## config.mk

```make
export PLATFORM = sky130hd
export DESIGN_NAME = wordop_rr_scheduler
export DESIGN_NICKNAME = d
export VERILOG_FILES = /design/src/rtl/wordop_rr_scheduler.sv
export SDC_FILE = /design/constraint.sdc
export NUM_CORES = 1
export LEC_CHECK = 0
export BUFFER_PORTS_ARGS = -buffer_cell sky130_fd_sc_hd__clkbuf_2
export CORE_MARGIN = 3
export CORE_UTILIZATION = 51
export DETAILED_ROUTE_END_ITERATION = 8
export HOLD_SLACK_MARGIN = 0.08
export PLACE_DENSITY_LB_ADDON = 0.3
export REMOVE_ABC_BUFFERS = 1
export SLEW_MARGIN = 20
export SYNTH_ARGS = -nofsm -noshare
export SYNTH_HDL_FRONTEND = slang
export SYNTH_SLANG_ARGS = --single-unit
```

## constraint.sdc

```tcl
create_clock -name clk -period 2.6 [get_ports clk]
set_clock_uncertainty 0.2 [all_clocks]
set_input_delay 0.26 -clock clk [delete_from_list [all_inputs] [get_ports clk]]
set_output_delay 0.26 -clock clk [all_outputs]
set_load 0.01 [all_outputs]
```

## src/rtl/wordop_rr_scheduler.sv

```systemverilog
// Round-robin scheduler sharing one registered bitwise word unit between NREQ requesters.
// Accept in IDLE, compute in EXEC, hold the tagged result in HOLD until the sink takes it.
module wordop_rr_scheduler #(
  parameter int NREQ = 4,
  parameter int W    = 8,
  parameter int IDW  = 2
) (
  input  logic                 clk,
  input  logic                 rst,
  input  logic [NREQ-1:0]      req_valid,
  output logic [NREQ-1:0]      req_ready,
  input  logic [3*NREQ-1:0]    req_op,
  input  logic [W*NREQ-1:0]    req_a,
  input  logic [W*NREQ-1:0]    req_b,
  input  logic [W*NREQ-1:0]    req_c,
  output logic                 res_valid,
  input  logic                 res_ready,
  output logic [W-1:0]         res_data,
  output logic [IDW-1:0]       res_id,
  output logic                 busy,
  output logic [15:0]          done_cnt
);

  typedef enum logic [1:0] {S_IDLE, S_EXEC, S_HOLD} state_t;

  state_t         state;
  logic [IDW-1:0] rr_ptr;
  logic [2:0]     op_q;
  logic [W-1:0]   a_q, b_q, c_q;

  logic [2*NREQ-1:0] valid_rot;
  logic              grant_any;
  logic [IDW-1:0]    grant_idx;
  logic [2:0]        sel_op;
  logic [W-1:0]      sel_a, sel_b, sel_c;

  // Index addition modulo NREQ; one spare bit keeps the carry for non-power-of-two NREQ.
  function automatic logic [IDW-1:0] wrap_add(input logic [IDW-1:0] base, input int unsigned off);
    logic [IDW:0] s;
    s = {1'b0, base} + (IDW+1)'(off);
    if (s >= (IDW+1)'(NREQ)) s = s - (IDW+1)'(NREQ);
    return s[IDW-1:0];
  endfunction

  function automatic logic [W-1:0] word_op(input logic [2:0] op, input logic [W-1:0] a,
                                           input logic [W-1:0] b, input logic [W-1:0] c);
    case (op)
      3'd0:    return a & b;
      3'd1:    return a | b;
      3'd2:    return a ^ b;
      3'd3:    return ~(a ^ b);
      3'd4:    return ~a;
      3'd5:    return a & ~b;
      3'd6:    return (a & c) | (b & ~c);
      default: return ((a & b) ^ c) | ((~a & ~b) ~^ c);
    endcase
  endfunction

  // Rotating the doubled valid vector by rr_ptr puts the highest-priority requester at bit 0;
  // scanning downwards lets the lowest set offset win.
  always_comb begin
    // NOTE: every always_comb output gets a default first so no path leaves it unassigned (no latch).
    grant_any = 1'b0;
    grant_idx = '0;
    valid_rot = {req_valid, req_valid} >> rr_ptr;
    for (int k = NREQ - 1; k >= 0; k--) begin
      if (valid_rot[k]) begin
        grant_any = 1'b1;
        grant_idx = wrap_add(rr_ptr, k);
      end
    end
  end

  always_comb begin
    req_ready = '0;
    sel_op    = '0;
    sel_a     = '0;
    sel_b     = '0;
    sel_c     = '0;
    for (int i = 0; i < NREQ; i++) begin
      if (grant_idx == IDW'(i)) begin
        req_ready[i] = (state == S_IDLE) && grant_any;
        sel_op       = req_op[3*i +: 3];
        sel_a        = req_a[W*i +: W];
        sel_b        = req_b[W*i +: W];
        sel_c        = req_c[W*i +: W];
      end
    end
  end

  always_ff @(posedge clk) begin
    if (!rst) begin
      // NOTE: sequential state uses non-blocking assignments so every flop samples pre-edge values.
      state     <= S_IDLE;
      rr_ptr    <= '0;
      op_q      <= '0;
      a_q       <= '0;
      b_q       <= '0;
      c_q       <= '0;
      res_valid <= 1'b0;
      res_data  <= '0;
      res_id    <= '0;
      busy      <= 1'b0;
      done_cnt  <= '0;
    end else begin
      case (state)
        S_IDLE: begin
          if (grant_any) begin
            op_q   <= sel_op;
            a_q    <= sel_a;
            b_q    <= sel_b;
            c_q    <= sel_c;
            res_id <= grant_idx;
            rr_ptr <= wrap_add(grant_idx, 1);
            busy   <= 1'b1;
            state  <= S_EXEC;
          end
        end
        S_EXEC: begin
          res_data  <= word_op(op_q, a_q, b_q, c_q);
          res_valid <= 1'b1;
          state     <= S_HOLD;
        end
        S_HOLD: begin
          if (res_ready) begin
            res_valid <= 1'b0;
            busy      <= 1'b0;
            done_cnt  <= done_cnt + 16'd1;
            state     <= S_IDLE;
          end
        end
        default: state <= S_IDLE;
      endcase
    end
  end

endmodule

```

==> summary.txt, run 1 <==
Outcome
  • Outcome: complete, no violations

GRT
  • Initial antenna violation count: 0
  • Pin count of the biggest net entering global routing: 47
  • Vias in the first global route: about 4,300
  • Global-route wire length before repair: approximately 19 mm
  • GR Overflow Total: 0
  • GRT Overall Usage: 26.4%

Yosys
  • Post-synthesis cell count: between 500 and 600
  • Mapped Avg Cell Area: between 8 and 9 µm²
  • Number of distinct library cells after synthesis: 50
  • Mapped cell area: 4150 µm²
  • Top post-synthesis cells by area: dfxtp_1 (28%), ha_1 (8.7%), a21oi_1 (6.7%), a221o_1 (6.5%), a221oi_1 (5.9%)
  • Primary FF master, synth: dfxtp_1
  • FFs w/ async S/R, synth: 0%
  • Synth top area share: between 20 and 30%
  • Synth warnings: 0
  • Most frequent cell after synthesis: dfxtp_1
  • Leading cell types by count after synthesis: dfxtp_1 (59), a21oi_1 (56), inv_1 (51)
  • Seq/Total Area, Yosys: 28.4%
  • Post-synth EDFFs: 0
  • Cell taking the most area after synthesis: dfxtp_1
  • Synthesized flop and latch total: 59

Floorplanning
  • Die Y: 96.2 µm
  • Die span in x: between 90 and 100 µm
  • Total Die Area: between 9000 and 10,000 µm²
  • I/O pin cnt: 147
  • Initial core utilization: 53.2%
  • Core ar.: 7810 µm²
  • Row count: 32

STA
  • Final setup TNS: 0 ns
  • Period utilisation layout: 96.2%
  • Worst relative slew slack: 43.8%
  • Worst-Margin Slew: 0.841 ns
  • Endpoints failing setup: 0
  • Max Freq: 400 MHz
  • Slew Limit Fails: 0
  • Hold Vio Cnt, Final: 0
  • Final Critical Period: 2.50 ns

Worst setup path
  • Endpoint class of the critical path: flop
  • CP arrival: 2.50 ns
  • Startpoint types: flop
  • Launching point of the worst reg2reg path: rr_ptr[0]
  • CP required: ~2.6 ns
  • Worst setup path class: reg -> reg
  • CP Max Fanout: 14
  • Crit path launch: rr_ptr[0]

Routing
  • Initial DRC Count: 255
  • DR DRC count: 0
  • Vias per cell: 5.89
  • Routed Antenna Nets: 0
  • Via Count: 4,514
  • DR WL/cell: between 15 and 20 µm
  • Routed WL: between 10 and 15 mm
  • DRT Pass-1 Iters: 6

Placement
  • I/O Buffers: 146
  • RePlAce Congestion: 0.871
  • Dpl hpwl: around 8.7 mm
  • Inst Count DP: 736

Clocking
  • H-tree depth: 3
  • TritonCTS buffer count: 9
  • Clock root cell: clkbuf_8
  • Clock slew at reported path FFs: 0.07 ns
  • Later-pin clock latency in the skew report: 0.34 ns
  • Clk sinks: 59
  • CTS tree: built
  • CTS Buffer Depth: 2

Cells and area
  • P&R area growth vs syn: 31.4%
  • Final #Nets: about 800
  • Post-route insts no fill: 766
  • Multi-input logic area: 2690 µm²
  • Filler cells: 640
  • N_diodes: 0
  • Layout cell share with drive strength beyond 1: 30.9%
  • Register area: 1180 µm²
  • Layout Utilization: about 70%

Hold path
  • Hold Crit Start: req_a[31]
  • Min-delay worst type: in -> reg

Power and ir drop
  • Pwr Total: 3610 µW
  • PD cells: ~660 nW/µm²
  • LEAKAGE: 0.00246 µW
  • Peak VDD IR: 0.313 mV

Run
  • Max-capacitance violation count: 0
sequential cells by signal, summed over array words and instances (netlist names), 2 cells and up:
name	flops
done_cnt	16
a_q	8
b_q	8
c_q	8
res_data	8
op_q	3
res_id	2
rr_ptr	2
state	2
power by group:
group / switching, µW / total, µW / internal, µW / leakage (µW)
Clock: 388 / 852 / 464 / 0.0000991
Combinational: 790 / 1560 / 768 / 0.00188
Sequential: 169 / 1200 / 1030 / 0.000486
critical path, cell delays in order, from the launching register on:
cell	delay (ns)
dfxtp_2	0.35
nor2b_1	0.06
o21ai_0	0.16
o221a_2	0.27
inv_1	0.08
ha_1	0.25
nor2b_4	0.15
buf_12	0.15
a221o_1	0.29
a221oi_1	0.29
a211oi_1	0.09
cell families (layout without fill, tap and decap cells):
| kind of cell | Yosys count | in the layout | share of synthesized area (%) |
|---|---|---|---|
| compound gates | 186 | 186 | 31.5 |
| simple gates | 123 | 124 | 16.3 |
| buf+inv | 91 | 245 | 8.62 |
| flops | 59 | 59 | 28.4 |
| fa+ha+maj | 29 | 29 | 8.74 |
| mux | 12 | 12 | 4.46 |
| xor+xnor | 9 | 9 | 1.90 |
timing repair:
action | 4_1_cts | 5_1_grt
setup endpoints to repair | 9 | 27
hold buffers | 11 | 0
pin swaps | 2 | 0
endpoints found under the hold margin | 11 | 0
cloned | 0 | 1
buffers inserted | 0 | 2
gates resized for setup | 2 | 9
layout make-up:
type,count,area share [%]
multi-input cells,360,49.3
flip-flops and latches,59,21.7
repair buffers,178,19.6
inverters,51,3.51
clock buffers,11,2.59
well taps,102,2.34
clock inverters,5,0.963
placed cells by master, fill, tap and decap left out, types with 15 or more instances in the layout:
cell	instances
inv_1	51
nand2b_1	23
a221oi_1	26
clkbuf_2	146
o21ai_0	26
nor2_1	29
nand2_1	21
ha_1	26
buf_4	15
a21oi_1	56
a221o_1	27
a211oi_1	19
dfxtp_1	58
metal layers:
layer / GRT usage [%] / wire [µm] / vias up
li1: - / - / 2199
met1: 31.7 / 4870 / 2102
met2: 46.5 / 6360 / 186
met3: 4.14 / 955 / 27
met4: 11.1 / 278 / 0
met5: 0 / 0 / -
path summary, 6_finish.rpt:
kind               endpoint  slack [ns]  cells past startpoint
setup / recovery     a_q[5]         0.1                     10
hold / removal       a_q[7]        0.10                      3
setup reg to reg     a_q[5]         0.1                     10
hold reg to reg   res_id[1]        0.26                      2
through the flow:
| step | worst slack [ns] | hold WS (ns) | area, µm² |
|---|---|---|---|
| 2_1_floorplan | -0.528 | 0.178 | 3990 |
| 3_3_place_gp | -0.358 | 0.247 | 5050 |
| 3_5_place_dp | -0.123 | 0.257 | 5050 |
| 4_1_cts | 0.00957 | 0.0963 | 5370 |
| 5_1_grt | -0.0210 | 0.114 | 5460 |
| 6_report | 0.0979 | 0.104 | 5460 |
Note: power is estimated with default switching activity, not from simulation.
==> run 2: changes to the inputs <==
--- a/config.mk
+++ b/config.mk
@@ -7,11 +7,12 @@
 export LEC_CHECK = 0
 export BUFFER_PORTS_ARGS = -buffer_cell sky130_fd_sc_hd__clkbuf_2
 export CORE_MARGIN = 3
-export CORE_UTILIZATION = 51
+export CORE_UTILIZATION = 46
 export DETAILED_ROUTE_END_ITERATION = 8
 export HOLD_SLACK_MARGIN = 0.08
 export PLACE_DENSITY_LB_ADDON = 0.3
 export REMOVE_ABC_BUFFERS = 1
+export SKIP_LAST_GASP = 1
 export SLEW_MARGIN = 20
 export SYNTH_ARGS = -nofsm -noshare
 export SYNTH_HDL_FRONTEND = slang
==> constraint.sdc (replaced) <==
create_clock -name clk -period 2.2 [get_ports clk]
set_clock_uncertainty 0.2 [all_clocks]
set_input_delay 0.22 -clock clk [delete_from_list [all_inputs] [get_ports clk]]
set_output_delay 0.22 -clock clk [all_outputs]
set_load 0.01 [all_outputs]
==> run 2 against run 1 <==
  * Largest cell class unchanged
  * The flow now finishes with violations (negative setup slack)
  * Largest power group unchanged
  * Critical path type unchanged
  * Via count up 8.4%
  * Sequential power up 13%
  * Combinational power up 57%
  * Utilization up 2.7 points
  * Register-to-register slack worse by 0.30 ns
  * Global-route usage up 0.75 points
==> summary.txt, run 2 (same netlist as run 1, synthesis figures left out) <==
Outcome
  • Outcome: complete, but fails checks
  • Failing checks: negative setup slack

Power and ir drop
  • Combinational power share: 49.2% (+6.0 points)
  • Psw: 1840 µW (+36%)
  • PD cells: 783 nW/µm² (+18%)
  • Net Sw Frac: 36.9% (-0.43 points)
  • Peak VDD IR: 0.411 mV (+31%)
  • Clock power frac: 23.5% (about the same)
  • Pint: 3140 µW (+39%)
  • Sequential share of power: 27.4% (-5.8 points)
  • LEAKAGE: 0.00283 µW (+15%)

GRT
  • GRT Overall Usage: 27.2% (+0.75 points)
  • Pin count of the biggest net entering global routing: 39 (-17%)
  • GR Overflow Total: 0 (unchanged)
  • Initial antenna violation count: 0 (unchanged)
  • Vias in the first global route: 4,782 (+11%)
  • Global-route wire length before repair: 22.1 mm (+14%)

Cells and area
  • Max reg flops: 16 (unchanged)
  • Layout Utilization: 72.5% (+2.7 points)
  • N_diodes: 0 (unchanged)
  • Commonest non-fill, non-tap cell in the layout: clkbuf_2
  • Layout cell share with drive strength beyond 1: 38.3% (+7.4 points)
  • Reg with most FFs: done_cnt
  • Most frequent cells in the layout: clkbuf_2 (143), dfxtp_1 (57), inv_1 (49)
  • Final #Nets: 857 (+6.7%)
  • P&R area growth vs syn: 53.1%
  • Final non-filler cell area: 6360 µm² (+17%)

Placement
  • I/O Buffers: 146 (unchanged)
  • DP Area: 5120 µm² (+1.4%)
  • RePlAce Congestion: 0.841 (-3.4%)
  • Dpl hpwl: 8.87 mm (+2.5%)

STA
  • Worst relative slew slack: 47.2% (+3.3 points)
  • Period utilisation layout: 109% (+13 points)
  • Slew Limit Fails: 0 (unchanged)
  • Max Freq: 416 MHz (+4.1%)
  • Hold Vio Cnt, Final: 0 (unchanged)
  • Setup ws final: -0.204 ns (-0.302 ns)
  • Final Critical Period: 2.40 ns (-0.0977 ns)
  • Worst-Margin Slew: 0.785 ns (-0.0562 ns)
  • Endpoints failing setup: 31 (+31)
  • Final setup TNS: -4.78 ns (-4.78 ns)
  • RSZ-0062 raised after global routing: true

Clocking
  • CTS Buffer Depth: 2 (unchanged)
  • Clock slew at reported path FFs: 0.07 ns (about the same)
  • Later-pin clock latency in the skew report: 0.36 ns (+0.02 ns)
  • Clk sinks: 59 (unchanged)
  • H-tree depth: 3 (unchanged)
  • Clock root cell: clkbuf_8
  • TritonCTS buffer count: 9 (unchanged)
  • CTS tree: built

Hold path
  • Min-delay worst type: in -> reg

Floorplanning
  • Initial core utilization: 47.4% (-5.8 points)
  • Row count: 34 (+6.3%)
  • I/O pin cnt: 147 (unchanged)
  • Core ar.: 8760 µm² (+12%)
  • Total Die Area: 10,200 µm² (+10%)
  • Die Y: 101 µm (+5.0%)
  • Die span in x: 101 µm (+5.0%)

Worst setup path
  • CP Max Fanout: 7 (-7)
  • Slowest stage delay, CP: 0.34 ns (about the same)
  • R2r setup slk: -0.20 ns (-0.30 ns)
  • CP required: 2.24 ns (-0.35 ns)
  • WP buf/inv: 3 (+1)
  • Cell Chain, Critical Path: nor2b_2 -> nor2b_1 -> o221a_2 -> buf_6 -> ha_4 -> buf_12 -> buf_16 -> a221o_1 -> a221oi_2 -> a211oi_1
  • Slowest-stage cell, CP: a221o_1
  • Startpoint types: flop
  • CP top delay family: compound AO/OA/AOI/OAI gates
  • Worst setup path class: reg -> reg
  • Endpoint class of the critical path: flop
  • CP arrival: 2.44 ns (-0.06 ns)

Routing
  • DR DRC count: 0 (unchanged)
  • Routed Antenna Nets: 0 (unchanged)
  • DR WL/cell: 17.7 µm (+8.8%)
  • Vias per cell: 5.93 (+0.56%)
  • Routed WL: 14.6 mm (+17%)
  • DRT Pass-1 Iters: 4 (-2)
  • Via Count: 4,895 (+8.4%)
  • Initial DRC Count: 189 (-26%)

Run
  • Max-capacitance violation count: 0 (unchanged)
## run 2: cell types whose count changed in the layout (fill, tap and decap cells not counted), sizes merged
cell	delta
buf	+25
bufinv	+1
dlygate4sd3	+29
clkinv	-2
nor2b	+1
## run 2: metal layers
metal,routed length (µm),vias up,global-route usage (%)
met3,903,49,4.36
met4,569,0,13.1
met2,7330,202,48.2
met5,0,-,0
met1,5810,2332,31.7
li1,-,2312,-
## run 2: power groups by stage
stage / Combinational [µW] / Clock, µW / Sequential, µW
after floorplan: 1120 / 0 / 1400
after global placement: 1700 / 0 / 1370
after detailed placement: 1770 / 0 / 1370
after CTS: 2220 / 1170 / 1350
after global routing: 2640 / 1210 / 1380
final: 2450 / 1170 / 1360
## run 2: cell type report
type                       instances  area [µm²]
clock buffer                      12         155
tap                              108         135
multi-input combinational        361        2960
clock inverter                     4        72.6
inverter                          51         191
fill                             634        2410
timing repair buffer             231        1660
sequential                        59        1180
## run 2: repair_timing
action | in CTS | in global routing
gates resized for setup | 54 | 27
gates cloned | 3 | 2
pin swaps | 5 | 24
endpoints found under the hold margin | 26 | 0
setup endpoints to repair | 31 | 31
setup buffers | 9 | 4
hold buffers | 40 | 0
## run 2: per-stage QoR
stage / power, µW / hold WS (ns) / setup WS, ns / cells
6_report: 4980 / 0.0646 / -0.204 / 826
5_1_grt: 5230 / 0.0903 / -0.263 / 826
4_1_cts: 4740 / 0.0806 / -0.147 / 820
3_5_place_dp: 3140 / 0.268 / -0.519 / 752
3_3_place_gp: 3060 / 0.261 / -0.751 / 752
2_1_floorplan: 2530 / 0.138 / -0.899 / 469
## run 2: worst paths after layout
check	to	from	cells past startpoint
min	op_q[1]	req_op[4]	4
max	a_q[4]	rr_ptr[0]	10
min reg2reg	done_cnt[15]	done_cnt[15]	2
max reg2reg	a_q[4]	rr_ptr[0]	10
## run 2: worst reg2reg max path: stages (launching register included)
cell and delay, ns:
dfxtp_2 0.33, nor2b_2 0.13, nor2b_1 0.07, o221a_2 0.28
buf_6 0.14, ha_4 0.20, buf_12 0.15, buf_16 0.14
a221o_1 0.34, a221oi_2 0.24, a211oi_1 0.09
==> run 3: changes to the inputs <==
--- a/config.mk
+++ b/config.mk
@@ -5,13 +5,15 @@
 export SDC_FILE = /design/constraint.sdc
 export NUM_CORES = 1
 export LEC_CHECK = 0
+export ABC_AREA = 1
 export BUFFER_PORTS_ARGS = -buffer_cell sky130_fd_sc_hd__clkbuf_2
 export CORE_MARGIN = 3
-export CORE_UTILIZATION = 46
+export CORE_UTILIZATION = 35
 export DETAILED_ROUTE_END_ITERATION = 8
 export HOLD_SLACK_MARGIN = 0.08
 export PLACE_DENSITY_LB_ADDON = 0.3
 export REMOVE_ABC_BUFFERS = 1
+export SETUP_SLACK_MARGIN = 0.5
 export SKIP_LAST_GASP = 1
 export SLEW_MARGIN = 20
 export SYNTH_ARGS = -nofsm -noshare
==> run 3 against run 2 <==
  * The flow still finishes with violations (negative setup slack)
  * Critical endpoint is now c_q[7]
  * Sequential cell count is the same
  * Power rose to 2.8 times the previous value
  * Final area is 15% higher
  * Count of clock-buffer cells in the layout shrank 2
  * Die area increased by 42%
  * Cell count up 37%
  * Synthesized area is 10% higher
  * Non-clock buffer count decreased by 4
  * Sequential power up 24%
  * Sequential share of layout area fell by 2.2 points
  * Clock power increased by 32%
==> summary.txt, run 3 <==
Yosys
  • Number of distinct library cells after synthesis: 34 (-32%)
  • Post-synth EDFFs: 0 (unchanged)
  • Top post-synthesis cells by area: dfxtp_1 (26%), nand2_1 (20%), nor2_1 (8.7%), ha_1 (7.9%), a21oi_1 (7.4%)
  • Mapped cell area: 4580 µm² (+10%)
  • Synth warnings: 0 (unchanged)
  • Synthesized flop and latch total: 59 (unchanged)
  • FFs w/ async S/R, synth: 0% (unchanged)
  • Mapped Avg Cell Area: 6.11 µm² (-25%)
  • Synth top area share: 25.8% (-2.7 points)
  • Primary FF master, synth: dfxtp_1
  • Leading cell types by count after synthesis: nand2_1 (241), nor2_1 (106), a21oi_1 (68)
  • Post-synthesis cell count: 750 (+47%)
  • Most frequent cell after synthesis: nand2_1
  • Cell taking the most area after synthesis: dfxtp_1
  • Seq/Total Area, Yosys: 25.8% (-2.7 points)

Worst setup path
  • Slowest-stage cell, CP: dfxtp_4
  • R2r endpoint: c_q[7]
  • WP buf/inv: 6 (+3)
  • CP Max Fanout: 7 (unchanged)
  • CP arrival: 2.65 ns (+0.21 ns)
  • Slowest stage delay, CP: 0.39 ns (+0.05 ns)
  • Cell Chain, Critical Path: inv_6 -> nand2_4 -> nand2_4 -> nand2_4 -> nand2_2 -> inv_2 -> nand2_2 -> nand3_2 -> nand2_4 -> buf_6 -> ha_4 -> inv_4 -> nor2_4 -> buf_12 -> clkbuf_16 -> nand2_1 -> nand2_1 -> a22oi_1 -> nand2_1 -> nand2_2 -> nor2_2
  • Most frequent cell on the critical path: nand2_4
  • R2R depth: 21 (+11)
  • Endpoint class of the critical path: flop
  • Startpoint types: flop
  • R2r setup slk: -0.38 ns (-0.18 ns)
  • CP top delay family: simple AND/OR/NAND/NOR gates
  • Launching point of the worst reg2reg path: rr_ptr[0]
  • CP required: 2.27 ns (+0.03 ns)
  • Worst setup path class: reg -> reg

Cells and area
  • Final #Nets: 1,099 (+28%)
  • Commonest non-fill, non-tap cell in the layout: nand2_1
  • Reg with most FFs: done_cnt
  • Layout Utilization: 57.7% (-15 points)
  • Layout cell share with drive strength beyond 1: 40.9% (+2.6 points)
  • Filler cells: 1,225 (+93%)
  • Register area: 1210 µm² (+2.1%)
  • Max reg flops: 16 (unchanged)
  • P&R area growth vs syn: 60.2%
  • Multi-input logic area: 3510 µm² (+19%)
  • N_diodes: 0 (unchanged)
  • Most frequent cells in the layout: nand2_1 (202), clkbuf_2 (143), nor2_1 (99)

Floorplanning
  • Initial core utilization: 36.0% (-11 points)
  • Die span in x: 120 µm (+19%)
  • I/O pin cnt: 147 (unchanged)
  • Core ar.: 12,700 µm² (+45%)
  • Die Y: 120 µm (+19%)
  • Total Die Area: 14,500 µm² (+42%)
  • Row count: 41 (+21%)

Power and ir drop
  • Pwr Total: 13,800 µW (+180%)
  • Peak VDD IR: 2.19 mV (+430%)
  • LEAKAGE: 0.00355 µW (+25%)
  • PD cells: 1880 nW/µm² (+140%)

STA
  • Hold Vio Cnt, Final: 0 (unchanged)
  • Hold_ws: 0.0821 ns (+0.0174 ns)
  • RSZ-0062 raised after global routing: true
  • Slew Limit Fails: 0 (unchanged)
  • Worst relative slew slack: 64.7% (+18 points)
  • Final setup TNS: -9.96 ns (-5.18 ns)
  • Setup ws final: -0.383 ns (-0.178 ns)
  • Max Freq: 387 MHz (-6.9%)
  • Worst-Margin Slew: 0.526 ns (-0.260 ns)
  • Endpoints failing setup: 31 (unchanged)
  • Final Critical Period: 2.58 ns (+0.178 ns)
  • Period utilisation layout: 117% (+8.1 points)

Routing
  • Routed Antenna Nets: 0 (unchanged)
  • DR DRC count: 0 (unchanged)
  • Routed WL: 16.3 mm (+12%)
  • Vias per cell: 4.99 (-16%)
  • Initial DRC Count: 375 (+98%)
  • DR WL/cell: 14.4 µm (-18%)
  • Via Count: 5,645 (+15%)
  • DRT Pass-1 Iters: 5 (+1)

Placement
  • I/O Buffers: 146 (unchanged)
  • RePlAce Congestion: 0.843 (+0.21%)
  • Dpl hpwl: 9.94 mm (+12%)

Clocking
  • CTS tree: built
  • H-tree depth: 3 (unchanged)
  • Clock slew at reported path FFs: 0.05 ns (-0.02 ns)
  • Clock root cell: clkbuf_16
  • TritonCTS buffer count: 9 (unchanged)
  • Clk sinks: 59 (unchanged)
  • Later-pin clock latency in the skew report: 0.33 ns (-0.03 ns)
  • CTS Buffer Depth: 2 (unchanged)

Outcome
  • Failing checks: negative setup slack
  • Outcome: complete, but fails checks

GRT
  • Initial antenna violation count: 0 (unchanged)
  • Vias in the first global route: 5,196 (+8.7%)
  • GRT Overall Usage: 20.3% (-6.9 points)
  • Global-route wire length before repair: 24.2 mm (+9.7%)
  • GR Overflow Total: 0 (unchanged)
  • Pin count of the biggest net entering global routing: 31 (-21%)

Hold path
  • Hold Crit Start: req_a[29]
  • Min-delay worst type: in -> reg
  • Worst Hold End: a_q[5]
  • Hold Path Stages: 5 (+1)

Run
  • Max-capacitance violation count: 0 (unchanged)
[run 3: layout make-up]
| class | instances | area share (%) |
|---|---|---|
| clock inverters | 6 | 1.21 |
| flip-flops and latches | 59 | 16.5 |
| inverters | 68 | 3.92 |
| clock buffers | 10 | 3.26 |
| multi-input cells | 587 | 47.9 |
| well taps | 172 | 2.93 |
| repair buffers | 227 | 23.7 |
| repair inverters | 3 | 0.648 |
[run 3: what timing repair did]
action,CTS,global route
hold buffers,14,0
endpoints found under the hold margin,14,0
gates resized for setup,80,121
setup buffers,12,20
pin swaps,15,53
cloned,7,4
setup endpoints to repair,48,51
[run 3: worst max path at each step]
stage	from	to	slack [ns]	cells past startpoint
2_1_floorplan	rr_ptr[0]	req_ready[3]	-0.86	13
3_5_place_dp	rr_ptr[0]	req_ready[3]	-0.34	16
3_3_place_gp	rr_ptr[0]	a_q[2]	-0.28	17
5_1_grt	rr_ptr[0]	c_q[7]	-0.50	20
4_1_cts	rr_ptr[0]	req_ready[3]	-0.26	16
6_report	rr_ptr[0]	c_q[7]	-0.38	21
[run 3: tightest hold or removal path, stage by stage]
cell and delay (ns):
clkbuf_2 0.08, a22oi_1 0.08, nand2_1 0.06, nand2_1 0.05, a21oi_2 0.09
[run 3: logic make-up after synthesis]
group | synth area share [%]
and+or+nand+nor | 36.1
muxes | 1.09
buffers and inverters | 9.78
adders and majority gates | 7.92
DFF | 25.8
AOI/OAI and AO/OA | 19.1
xor gates and xnor gates | 0.191
[run 3: metal layers]
metal	global-route usage (%)	vias to the layer above	share of wire [%]
li1	-	2834	-
met1	24.7	2639	43
met2	36.6	145	51
met3	3.98	27	4.3
met4	5.03	0	1.8
met5	0	-	0
[run 3: report_power, final]
group          internal (µW)  switching, µW
clock                   1020            531
combinational           5010           5590
sequential              1380            294
total                   7410           6410
[run 3: stage by stage]
stage          worst slack, ns  cell area, µm²  std cells
6_report                -0.383            7340       1132
5_1_grt                 -0.500            7340       1132
4_1_cts                 -0.256            6650       1108
3_5_place_dp            -0.338            5620       1059
3_3_place_gp            -0.279            5620       1059
2_1_floorplan           -0.859            4390        714
